`src/rtl/alu_bist_ctrl_if.sv`:
```
// alu_bist_ctrl_if: connection between the ALU self-test controller and the ALU.
//   alu_a, alu_b   operands to the ALU (32 bits each)
//   alu_aluc       6-bit ALU opcode
//   alu_r          ALU result (32 bits)
//   alu_zero       ALU zero flag
// master: the BIST side (drives the operands and opcode, reads the result).
// slave:  the ALU side.
interface alu_bist_ctrl_if;
   logic [31:0] alu_a;
   logic [31:0] alu_b;
   logic [5:0]  alu_aluc;
   logic [31:0] alu_r;
   logic        alu_zero;

   modport master (
      output alu_a,
      output alu_b,
      output alu_aluc,
      input  alu_r,
      input  alu_zero
   );

   modport slave (
      input  alu_a,
      input  alu_b,
      input  alu_aluc,
      output alu_r,
      output alu_zero
   );
endinterface

```
`src/rtl/alu_bist_ctrl.sv`:
```
// alu_bist_ctrl: self-test initiator for a 32-bit MIPS-style ALU.
// A 17-entry opcode table is walked with fixed operands. For each vector the controller
// drives the operands and opcode, waits SETTLE_CYCLES, then compares alu_r and alu_zero
// with the built-in expected values.
// Ports:
//   clk, rst_n   clock and asynchronous active-low reset
//   start        one-cycle run request (accepted in IDLE or DONE only)
//   alu          alu_bist_ctrl_if.master: alu_a/alu_b/alu_aluc out, alu_r/alu_zero in
//   busy         run in progress
//   done         run finished; held until the next accepted start or reset
//   pass         valid with done: no mismatching vectors
//   err_cnt      number of failing vectors (saturates at 31)
//   fail_idx     index of the first failing vector (0 if none)
//   fail_r       alu_r captured at the first failure (0 if none)
// Build option: define ALU_BIST_STOP_ON_FAIL_EN to end the run at the first mismatch.
// The expected table holds only for the default OPERAND_A/OPERAND_B values.
module alu_bist_ctrl #(
   parameter int unsigned SETTLE_CYCLES = 2,
   parameter logic [31:0] OPERAND_A     = 32'h0000001c,
   parameter logic [31:0] OPERAND_B     = 32'h00000021
) (
   input  logic                  clk,
   input  logic                  rst_n,
   input  logic                  start,
   alu_bist_ctrl_if.master       alu,
   output logic                  busy,
   output logic                  done,
   output logic                  pass,
   output logic [4:0]            err_cnt,
   output logic [4:0]            fail_idx,
   output logic [31:0]           fail_r
);

   localparam logic [4:0] LastIdx    = 5'd16;
   localparam logic [3:0] SettleLast = 4'(SETTLE_CYCLES - 1);

   typedef enum logic [2:0] {StIdle, StDrive, StWait, StCheck, StDone} state_e;

   state_e      state;
   logic [4:0]  idx;
   logic [3:0]  wait_cnt;

   logic [5:0]  tbl_aluc;
   logic [31:0] tbl_exp;
   logic        mismatch;
   logic        finish;
   logic [4:0]  err_inc;

   // Vector table: opcode and expected result for OPERAND_A = 0x1c, OPERAND_B = 0x21.
   always_comb begin
      tbl_aluc = 6'b000000;
      tbl_exp  = 32'h0;
      unique case (idx)
         5'd0:    begin tbl_aluc = 6'b100000; tbl_exp = 32'h0000003d; end
         5'd1:    begin tbl_aluc = 6'b100001; tbl_exp = 32'h0000003d; end
         5'd2:    begin tbl_aluc = 6'b100010; tbl_exp = 32'hfffffffb; end
         5'd3:    begin tbl_aluc = 6'b100011; tbl_exp = 32'hfffffffb; end
         5'd4:    begin tbl_aluc = 6'b100100; tbl_exp = 32'h00000000; end
         5'd5:    begin tbl_aluc = 6'b100101; tbl_exp = 32'h0000003d; end
         5'd6:    begin tbl_aluc = 6'b100110; tbl_exp = 32'h0000003d; end
         5'd7:    begin tbl_aluc = 6'b100111; tbl_exp = 32'hffffffc2; end
         5'd8:    begin tbl_aluc = 6'b101010; tbl_exp = 32'h00000001; end
         5'd9:    begin tbl_aluc = 6'b101011; tbl_exp = 32'h00000001; end
         5'd10:   begin tbl_aluc = 6'b000000; tbl_exp = 32'h10000000; end
         5'd11:   begin tbl_aluc = 6'b000010; tbl_exp = 32'h00000000; end
         5'd12:   begin tbl_aluc = 6'b000011; tbl_exp = 32'h00000000; end
         5'd13:   begin tbl_aluc = 6'b000100; tbl_exp = 32'h10000000; end
         5'd14:   begin tbl_aluc = 6'b000110; tbl_exp = 32'h00000000; end
         5'd15:   begin tbl_aluc = 6'b000111; tbl_exp = 32'h00000000; end
         5'd16:   begin tbl_aluc = 6'b001111; tbl_exp = 32'h001c0000; end
         default: begin tbl_aluc = 6'b000000; tbl_exp = 32'h0;        end
      endcase
   end

   assign mismatch = (alu.alu_r != tbl_exp) || (alu.alu_zero != (tbl_exp == 32'h0));
   assign err_inc  = (err_cnt == 5'd31) ? err_cnt : err_cnt + 5'd1;

`ifdef ALU_BIST_STOP_ON_FAIL_EN
   assign finish = mismatch || (idx == LastIdx);
`else
   assign finish = (idx == LastIdx);
`endif

   always_ff @(posedge clk or negedge rst_n) begin
      if (!rst_n) begin
         state        <= StIdle;
         idx          <= 5'd0;
         wait_cnt     <= 4'd0;
         alu.alu_a    <= 32'h0;
         alu.alu_b    <= 32'h0;
         alu.alu_aluc <= 6'h0;
         busy         <= 1'b0;
         done         <= 1'b0;
         pass         <= 1'b0;
         err_cnt      <= 5'd0;
         fail_idx     <= 5'd0;
         fail_r       <= 32'h0;
      end else begin
         unique case (state)
            StIdle, StDone: begin
               if (start) begin
                  state    <= StDrive;
                  idx      <= 5'd0;
                  busy     <= 1'b1;
                  done     <= 1'b0;
                  pass     <= 1'b0;
                  err_cnt  <= 5'd0;
                  fail_idx <= 5'd0;
                  fail_r   <= 32'h0;
               end
            end
            StDrive: begin
               alu.alu_a    <= OPERAND_A;
               alu.alu_b    <= OPERAND_B;
               alu.alu_aluc <= tbl_aluc;
               wait_cnt     <= 4'd0;
               state        <= StWait;
            end
            StWait: begin
               if (wait_cnt == SettleLast) begin
                  state <= StCheck;
               end else begin
                  wait_cnt <= wait_cnt + 4'd1;
               end
            end
            StCheck: begin
               if (mismatch) begin
                  err_cnt <= err_inc;
                  // err_cnt saturates and never returns to zero, so zero marks the first failure
                  if (err_cnt == 5'd0) begin
                     fail_idx <= idx;
                     fail_r   <= alu.alu_r;
                  end
               end
               if (finish) begin
                  state <= StDone;
                  busy  <= 1'b0;
                  done  <= 1'b1;
                  pass  <= !mismatch && (err_cnt == 5'd0);
               end else begin
                  idx   <= idx + 5'd1;
                  state <= StDrive;
               end
            end
            default: state <= StIdle;
         endcase
      end
   end

endmodule
```
`src/flat_wrapper.sv`:
```
// flat-port wrapper written by rule: the top's interface ports become plain ports
module alu_bist_ctrl_flat 
#(
   parameter int unsigned SETTLE_CYCLES = 2,
   parameter logic [31:0] OPERAND_A     = 32'h0000001c,
   parameter logic [31:0] OPERAND_B     = 32'h00000021
)
  (clk, rst_n, start, busy, done, pass, err_cnt, fail_idx, fail_r, alu_alu_a, alu_alu_b, alu_alu_aluc, alu_alu_r, alu_alu_zero);
  alu_bist_ctrl_if alu_i ();
  input  logic clk;
  input  logic rst_n;
  input  logic start;
  output logic busy;
  output logic done;
  output logic pass;
  output logic [4:0] err_cnt;
  output logic [4:0] fail_idx;
  output logic [31:0] fail_r;
  output wire logic [$bits(alu_i.alu_a)-1:0] alu_alu_a;
  output wire logic [$bits(alu_i.alu_b)-1:0] alu_alu_b;
  output wire logic [$bits(alu_i.alu_aluc)-1:0] alu_alu_aluc;
  input wire logic [$bits(alu_i.alu_r)-1:0] alu_alu_r;
  input wire logic [$bits(alu_i.alu_zero)-1:0] alu_alu_zero;
  assign alu_alu_a = alu_i.alu_a;
  assign alu_alu_b = alu_i.alu_b;
  assign alu_alu_aluc = alu_i.alu_aluc;
  assign alu_i.alu_r = alu_alu_r;
  assign alu_i.alu_zero = alu_alu_zero;
  alu_bist_ctrl #(.SETTLE_CYCLES(SETTLE_CYCLES), .OPERAND_A(OPERAND_A), .OPERAND_B(OPERAND_B)) u_core (.clk(clk), .rst_n(rst_n), .start(start), .alu(alu_i), .busy(busy), .done(done), .pass(pass), .err_cnt(err_cnt), .fail_idx(fail_idx), .fail_r(fail_r));
endmodule
```
`config.mk`:
```
export PLATFORM = sky130hd
export DESIGN_NAME = alu_bist_ctrl_flat
export DESIGN_NICKNAME = d
export VERILOG_FILES = /design/src/rtl/alu_bist_ctrl_if.sv /design/src/rtl/alu_bist_ctrl.sv /design/src/flat_wrapper.sv
export SDC_FILE = /design/constraint.sdc
export NUM_CORES = 1
export LEC_CHECK = 0
export ABC_AREA = 1
export CORE_ASPECT_RATIO = 1.25
export CORE_MARGIN = 1.5
export CORE_UTILIZATION = 48
export DETAILED_ROUTE_END_ITERATION = 6
export MAX_ROUTING_LAYER = met4
export PLACE_DENSITY = 0.88
export SLEW_MARGIN = 20
export SYNTH_ARGS = -nofsm -noshare
export SYNTH_HDL_FRONTEND = slang
export SYNTH_SLANG_ARGS = --single-unit
export TNS_END_PERCENT = 30
```
`constraint.sdc`:
```
create_clock -name clk -period 3.85 [get_ports clk]
set_clock_uncertainty 0.1 [all_clocks]
set_input_delay 1.155 -clock clk [delete_from_list [all_inputs] [get_ports clk]]
set_output_delay 1.155 -clock clk [all_outputs]
set_load 0.01 [all_outputs]
```
## After elaboration in Yosys (flattened, before gate mapping)

Memory sizes are Yosys's and may differ from the RTL's.
Cells that the tools add are included.

| cells by class | value |
|---|---|
| $add $sub $neg | 3 |
| eq/ne operators | 17 |
| multiplexer cells | 27 |
| reduce and logical (&&, ||, !) cells | 15 |

Operators by type and width:

| kind | number |
|---|---|
| $mux W32 | 3 |
| $pmux W32 S2 | 1 |
| $logic_not A32 Y1 | 1 |
| $ne A32 B32 Y1 | 1 |
| $mux W5 | 6 |
| $pmux W5 S2 | 3 |
| $pmux W3 S4 | 1 |
| $add A5 B1 Y5 const B | 2 |
| $eq A5 B5 Y1 const B | 2 |
| $mux W3 | 3 |
| $ne A2 B1 Y1 const B | 4 |
| $ne A2 B2 Y1 const B | 4 |
| $pmux W4 S2 | 1 |
| $reduce_and A4 Y1 | 2 |
| $eq A3 B2 Y1 const B | 2 |
| $pmux W1 S2 | 3 |
| $reduce_and A3 Y1 | 2 |
| $logic_not A5 Y1 | 1 |
| $mux W1 | 5 |
| $add A4 B1 Y4 const B | 1 |
| $eq A4 B1 Y1 const B | 1 |
| $mux W4 | 1 |
| $reduce_and A2 Y1 | 2 |
| $reduce_bool A2 Y1 | 2 |
| other kinds (8) | 8 |

| storage, ports and cells | value |
|---|---|
| register bits | 65 |
| ROM bits | 1184 |
| bits of input ports | 36 |
| output and inout bits | 115 |
| word-level logic and storage cells | 75 |
| memories | 1 |

Memory list:

| name | words | bits a word | rd ports | clocked after Yosys merged registers in | write ports | line | text |
|---|---|---|---|---|---|---|---|
| (name not given) | 32 | 37 | 1 | 0 | 0 | alu_bist_ctrl.sv:53 | `unique case (idx)` |

## Depth between registers and ports, before layout

Gate-level depths: netlist (run 1).
An unclocked memory read counts as a cell.

| logic depth | value |
|---|---|
| word-level depth | 8 |
| depth in mapped cells | 15 |
| gate-level depth less buffers | 14 |

## Least setup slack after synthesis (run 1)

Ideal clock, no wire load.

| timing path | value |
|---|---|
| path type | input to register |
| from | input port alu_alu_r[14] |
| to | register u_core.err_cnt[2] |
| setup time | 0.117 ns |
| arrival time | 2.155 ns |
| required time | 3.633 ns |
| setup slack | 1.478 ns |
| stages on the path | 11 |
| path buffers | 1 |
| cell sequence | nor2_1 -> nand3_1 -> nor2_1 -> nand2_1 -> nand2_1 -> nand3_1 -> nor2_1 -> nand3_4 -> buf_2 -> nand3_1 -> nand2_1 |

| between the ends | value |
|---|---|
| longest elaborated chain between the ends | 4 |

RTL lines:

| what | line | text |
|---|---|---|
| start: declaration | flat_wrapper.sv:22 | `input wire logic [$bits(alu_i.alu_r)-1:0] alu_alu_r;` |
| $ne A32 B32 Y1 | alu_bist_ctrl.sv:75 | `assign mismatch = (alu.alu_r != tbl_exp) \|\| (alu.alu_zero != (tbl_exp == 32'h0));` |
| $logic_or A1 B1 Y1 | alu_bist_ctrl.sv:75 |  |
| $ne A2 B1 Y1 (no source line) | -- |  |
| $reduce_and A4 Y1 (no source line) | -- |  |
| end signal: assignment | alu_bist_ctrl.sv:128 | `err_cnt <= err_inc;` |
| end: declaration | alu_bist_ctrl.sv:29 | `output logic [4:0] err_cnt,` |

Every way passes these cells.
A chain may end at the register's enable or synchronous reset.

## Final worst setup path (run 1)

| timing path | value |
|---|---|
| from | input port alu_alu_r[24] |
| to | register u_core.fail_r[18] |

| between the ends | value |
|---|---|
| longest elaborated chain between the ends | 4 |

RTL lines:

| what | line | text |
|---|---|---|
| $ne A32 B32 Y1 | alu_bist_ctrl.sv:75 |  |
| $logic_or A1 B1 Y1 | alu_bist_ctrl.sv:75 |  |
| $ne A2 B1 Y1 (no source line) | -- |  |
| $reduce_and A4 Y1 (no source line) | -- |  |
| end signal: assignment | alu_bist_ctrl.sv:132 | `fail_r <= alu.alu_r;` |
| end: declaration | alu_bist_ctrl.sv:31 | `output logic [31:0] fail_r` |

Every way passes these cells.

==> results of run 1 <==
[through the flow]
stage	setup slack, ns	util	std cells
finish	0.833	0.612	732
global route	0.622	0.612	732
CTS	0.856	0.612	732
detailed placement	0.488	0.589	717
global placement	0.535	0.589	717
floorplan	1.48	-	608
[worst max-delay path: stages]
cell	delay [ns]
clkdlybuf4s50_1	0.53
nand2_1	0.08
nor2_1	0.11
nand2_1	0.10
nor2_1	0.10
a21oi_1	0.07
nor2_1	0.19
nand3_4	0.35
buf_4	0.33
nand3_1	0.08
nand2_1	0.05
[cells in the mapped netlist (all sizes together)]
| cell type | instances |
|---|---|
| nor2 | 76 |
| a2bb2oi | 3 |
| ha | 10 |
| nand2 | 152 |
| nor3 | 6 |
| or2 | 1 |
| o22ai | 1 |
| a21oi | 7 |
| nor3b | 1 |
| inv | 60 |
| xor2 | 1 |
| a22oi | 1 |
| o31ai | 1 |
| conb | 1 |
| nand4 | 4 |
| a31oi | 2 |
| dfrtp | 63 |
| clkbuf | 4 |
| o21ai | 13 |
| nand3 | 65 |
| nor4b | 1 |
| buf | 76 |
[registers in the layout, indices dropped and copies added, names as in the netlist]
register / flops
u_core.fail_r: 32
u_core.alu.alu_aluc: 5
u_core.err_cnt: 5
u_core.fail_idx: 5
u_core.idx: 5
u_core.wait_cnt: 4
u_core.state: 3
u_core.alu.alu_a: 1
u_core.busy: 1
u_core.done: 1
u_core.pass: 1
[layer usage]
layer / global-route usage / up-vias
met4: 0.0760 / 0
met3: 0.0585 / 21
met5: - / -
met1: 0.275 / 1625
met2: 0.355 / 160
li1: - / 1753
[layout make-up]
class / instances / area, um2
Timing Repair Buffer: 94 / 926
Sequential cell: 63 / 1580
Multi-Input combinational cell: 405 / 1820
Clock buffer: 9 / 124
Clock inverter: 6 / 62.6
Tap cell: 95 / 119
Inverter: 60 / 225
Fill cell: 691 / 3070
[cell families after synthesis]
kind of cell | count (synthesis) | share of synthesized area
buf+inv | 140 | 0.202
flops | 63 | 0.396
compound gates | 28 | 0.0402
xor+xnor | 1 | 0.00220
other cells | 1 | 0.000942
fa+ha+maj | 10 | 0.0314
simple gates | 306 | 0.327
[power groups by stage]
stage	clock network, mW	logic (mW)	registers, mW
5_1_grt	0.600	1.66	1.11
2_1_floorplan	0	0.855	1.15
3_3_place_gp	0	1.45	1.08
3_5_place_dp	0	1.49	1.09
6_report	0.557	1.49	1.08
4_1_cts	0.566	1.50	1.08
[final timing paths]
check	start	endpoint	slack (ns)	cells past startpoint
max	alu_alu_r[24]	u_core.fail_r[18]$_DFFE_PN0P_	0.83	11
min	u_core.fail_idx[3]$_DFFE_PN0P_	u_core.fail_idx[3]$_DFFE_PN0P_	0.37	2
max reg2reg	u_core.idx[1]$_DFFE_PN0P_	u_core.fail_r[18]$_DFFE_PN0P_	1.07	13
min reg2reg	u_core.fail_idx[3]$_DFFE_PN0P_	u_core.fail_idx[3]$_DFFE_PN0P_	0.37	2
max in group asynchronous	rst_n	u_core.state[2]$_DFFE_PN0P_	2.25	2
min in group asynchronous	rst_n	u_core.fail_r[24]$_DFFE_PN0P_	0.69	1
==> results by group, run 1 <==
Status
  • Status: finished clean

Drt
  • M1 WL: 3.95 mm
  • 1st-iter DRT viols: 282
  • Met3 wire length: about 760 um
  • # DRC: 0
  • Vias: 3559
  • Routed Antenna Nets: 0
  • Met2 WL: 4.49 mm
  • Drt first pass iters: 7
  • Vias/cell: 4.86
  • DR top layer: met4
  • Routed Wire Length: 9.43 mm
  • Wire per inst: around 13 um

Yosys
  • Syn Std Cell Area: 3980 um2
  • Syn Area/Cell: 7.25 um2
  • Top cell type by total area after synthesis: dfrtp_1
  • Warnings from Yosys: 0
  • Gate Count Post-Synth: 549
  • Seq/Total Area, Yosys: 0.396
  • FF+latch count, synth: 63
  • Cell variety after synth: 30
  • Top cell type's share of synthesized area: 0.396
  • Largest cells by area after synthesis: dfrtp_1 40%, nand2_1 14%, buf_4 12%

Power
  • Share of power burned in registers: 0.344
  • Int Power: 1.83 mW
  • Clock Power Share: 0.178
  • Max VDD drop: 339 uV
  • Tot Pwr: 3.13 mW
  • Logic gate share of total power: 0.478
  • Cell Pwr Density: 644 nW/um2
  • Net Sw Power: 1.29 mW
  • Switch share: 0.413
  • Pleak: 2.56 nW

Critical path
  • Worst EP arrival: between 3 and 4 ns
  • Worst-path fanout max: 31
  • CP Class: in -> reg
  • CP Launch Type: input pin
  • Critical Path Sink Type: flop
  • CP required: 3.98 ns

STA
  • RSZ-0062 raised after global routing: false
  • Max Slew Vio Count: 0
  • Setup-failing EPs final: 0
  • Worst slew pin tran: 0.699 ns
  • Post-layout min period: between 3 and 4 ns
  • Period utilization: 0.784
  • Post-route setup TNS: 0 ns
  • WHS: 0.373 ns
  • Hold Fails Final Rpt: 0
  • Worst rel slew slack: 0.534
  • Fmax: 332 MHz

Clock tree
  • CTS tree: done
  • Root Buffer: clkbuf_8
  • Clock Pin Slew Worst Setup and Hold Paths: about 0.07 ns
  • Hold_buf cts: 0
  • TritonCTS Sinks: 63
  • Clock Tree Buf Depth: 2
  • Post-CTS Resized: 0
  • Worst skew pair latency: 0.35 ns
  • Setup bufs post-CTS: 0
  • TritonCTS buffer count: 9
  • H-tree Lvls: 3

Floorplanning
  • Total core area: 7930 um2
  • FP Rows: 36
  • Die Width: 84.5 um
  • Die Ht: 105 um
  • DIE AREA: 8850 um2
  • Total I/O pin count: approximately 150
  • Initial core utilization: 0.502

Global route
  • Initial antenna violation count: 0
  • First-pass GRT wire length: between 15 and 20 mm
  • Vias in the first global route: 3397
  • Global-route usage over all layers: 0.223
  • Largest net degree at the start of global routing: 45
  • Grt total ovfl: 0

Finish
  • Number of inserted diodes: 0
  • Commonest non-fill, non-tap cell in the layout: nand2_1
  • Most frequent cells in the layout: 151 x nand2_1, 89 x clkdlybuf4s50_1, 74 x nor2_1
  • Nets: between 600 and 700
  • Post-route cell area: 4850 um2
  • Share of layout cells above drive strength 1: 0.0471
  • Area grow syn2layout: 21.9%

Flow run
  • Max capacitance violation total: 0

Place
  • Placed Instance Area: 4670 um2
  • Input/output buffers: 90
  • HPWL after DPL: 6.98 mm
  • Routability congestion estimate: 0.934

Min path
  • Type of the most critical hold path: reg -> reg
Power figures use the tool's default switching activity.
==> inputs of run 2 (changes only) <==
--- a/config.mk
+++ b/config.mk
@@ -8,10 +8,10 @@
 export ABC_AREA = 1
 export CORE_ASPECT_RATIO = 1.25
 export CORE_MARGIN = 1.5
-export CORE_UTILIZATION = 48
+export CORE_UTILIZATION = 45
 export DETAILED_ROUTE_END_ITERATION = 6
 export MAX_ROUTING_LAYER = met4
-export PLACE_DENSITY = 0.88
+export PLACE_DENSITY = 0.84
 export SLEW_MARGIN = 20
 export SYNTH_ARGS = -nofsm -noshare
 export SYNTH_HDL_FRONTEND = slang
==> constraint.sdc (replaced) <==
create_clock -name clk -period 3.05 [get_ports clk]
set_clock_uncertainty 0.1 [all_clocks]
set_input_delay 0.915 -clock clk [delete_from_list [all_inputs] [get_ports clk]]
set_output_delay 0.915 -clock clk [all_outputs]
set_load 0.01 [all_outputs]
==> results by group, run 2 (same netlist as run 1, synthesis figures left out) <==
Status
  • Status: finished clean

Clock tree
  • Post-CTS Resized: 0
  • Hold_buf cts: 0
  • Setup bufs post-CTS: 0
  • TritonCTS Sinks: 63
  • TritonCTS buffer count: 9
  • H-tree Lvls: 3
  • Worst skew pair latency: 0.35 ns
  • Clock Tree Buf Depth: 2
  • Clock Pin Slew Worst Setup and Hold Paths: 0.07 ns
  • CTS tree: done
  • Root Buffer: clkbuf_8

STA
  • Worst rel slew slack: 0.652
  • Worst slew pin tran: 0.519 ns
  • Setup-failing EPs final: 0
  • Period utilization: 0.856
  • Hold Fails Final Rpt: 0
  • Post-route setup TNS: 0 ns
  • Post-layout min period: around 2.6 ns
  • RSZ-0062 raised after global routing: false
  • Max Slew Vio Count: 0
  • Fmax: approximately 380 MHz

Floorplanning
  • FP Rows: 38
  • Total I/O pin count: 151
  • Die Width: around 87 um
  • Initial core utilization: 0.460
  • DIE AREA: about 9400 um2
  • Total core area: 8650 um2
  • Die Ht: roughly 110 um

Drt
  • Vias: 3608
  • # DRC: 0
  • Drt first pass iters: 4
  • Vias/cell: 4.72
  • Routed Wire Length: 9.46 mm
  • 1st-iter DRT viols: 192
  • Wire per inst: 12.4 um
  • Routed Antenna Nets: 0

Finish
  • Number of inserted diodes: 0
  • Share of layout cells above drive strength 1: 0.0559
  • Register with the most flip-flops: u_core.fail_r
  • Nets: 685
  • Most frequent cells in the layout: 151 x nand2_1, 89 x clkdlybuf4s50_1, 74 x nor2_1
  • Area grow syn2layout: 24.8%
  • Post-route cell area: 4970 um2
  • Largest register FFs: 32
  • Fin util: 0.574
  • Commonest non-fill, non-tap cell in the layout: nand2_1

Place
  • HPWL after DPL: 7.00 mm
  • Routability congestion estimate: slightly above 0.9
  • Placed Instance Area: 4770 um2
  • Input/output buffers: 90

Critical path
  • CP Class: reg -> reg
  • Critical Path Most Common Cell: nand2_1
  • CP required: 3.20 ns
  • Critical path, cell by cell: inv_1, ha_1, inv_1, nand2_1, nand2_1, nand2_1, nor2_1, nand2_1, a21oi_1, nand3_4, buf_4, nand3_1, nand2_1
  • Critical Path Sink Type: flop
  • CP Launch Type: flop
  • Worst EP arrival: 2.76 ns
  • Slowest-stage cell, CP: dfrtp_1
  • CP peak stage delay: 0.47 ns
  • Worst-path fanout max: 21

Global route
  • Global-route usage over all layers: 0.214
  • Initial antenna violation count: 0
  • Grt total ovfl: 0
  • First-pass GRT wire length: 15.3 mm
  • Vias in the first global route: 3499
  • Largest net degree at the start of global routing: 39

Min path
  • Type of the most critical hold path: in -> async

Power
  • Tot Pwr: slightly above 4 mW
  • Cell Pwr Density: 813 nW/um2
  • Switch share: 0.409
  • Max VDD drop: 328 uV
  • Net Sw Power: 1.65 mW
  • Int Power: 2.39 mW
  • Share of power burned in registers: 0.338
  • Pleak: roughly 2.6 nW
  • Clock Power Share: 0.183
  • Logic gate share of total power: 0.479

Flow run
  • Max capacitance violation total: 0
==> run 2: cell count changes in the layout (fill, tap and decap cells not counted), sizes merged <==
| cell | delta |
|---|---|
| buf | +6 |
| clkinv | -1 |
| clkbuf | +2 |
==> run 2: critical path, delay by kind of cell (launching register included) <==
| kind | cells | cell delay [ns] |
|---|---|---|
| AOI/OAI and AO/OA | 1 | 0.22 |
| adders and majority gates | 1 | 0.30 |
| buffers and inverters | 3 | 0.52 |
| DFF | 1 | 0.47 |
| and+or+nand+nor | 8 | 0.88 |
==> run 2: final timing paths <==
path	startpoint	end	slack (ns)	cells after the start
setup / recovery	u_core.idx[1]$_DFFE_PN0P_	u_core.fail_r[9]$_DFFE_PN0P_	0.44	13
hold / removal	rst_n	u_core.fail_r[10]$_DFFE_PN0P_	0.37	1
setup reg to reg	u_core.idx[1]$_DFFE_PN0P_	u_core.fail_r[9]$_DFFE_PN0P_	0.44	13
hold reg to reg	u_core.fail_r[12]$_DFFE_PN0P_	u_core.fail_r[12]$_DFFE_PN0P_	0.37	2
max in group asynchronous	rst_n	u_core.done$_DFFE_PN0P_	1.88	2
min in group clk	u_core.fail_r[12]$_DFFE_PN0P_	u_core.fail_r[12]$_DFFE_PN0P_	0.37	2
==> run 2: layout make-up <==
type	count	area (um2)
Fill cell	823	3680
Multi-Input combinational cell	405	1820
Sequential cell	63	1580
Timing Repair Buffer	100	996
Inverter	60	225
Tap cell	120	150
Clock buffer	11	141
Clock inverter	5	57.6
==> run 2: through the flow <==
step | setup slack (ns) | instances | hold WS, ns
final | 0.438 | 764 | 0.370
after global routing | 0.198 | 764 | 0.393
after CTS | 0.457 | 764 | 0.370
after detailed placement | 0.0879 | 748 | 0.358
after global placement | 0.141 | 748 | 0.354
after floorplan | 0.914 | 608 | 0.384
==> run 2: layer usage <==
| metal | track usage | wire length, um |
|---|---|---|
| met2 | 0.358 | 4670 |
| met5 | - | 0 |
| met1 | 0.241 | 3910 |
| met4 | 0.126 | 329 |
| met3 | 0.0336 | 544 |
==> run 2: power by group through the flow <==
| stage | clock network (mW) | logic (mW) | registers (mW) |
|---|---|---|---|
| after floorplan | 0 | 1.08 | 1.45 |
| after global routing | 0.792 | 2.17 | 1.40 |
| after detailed placement | 0 | 1.94 | 1.38 |
| final | 0.740 | 1.94 | 1.36 |
| after global placement | 0 | 1.89 | 1.36 |
| after CTS | 0.752 | 1.95 | 1.37 |
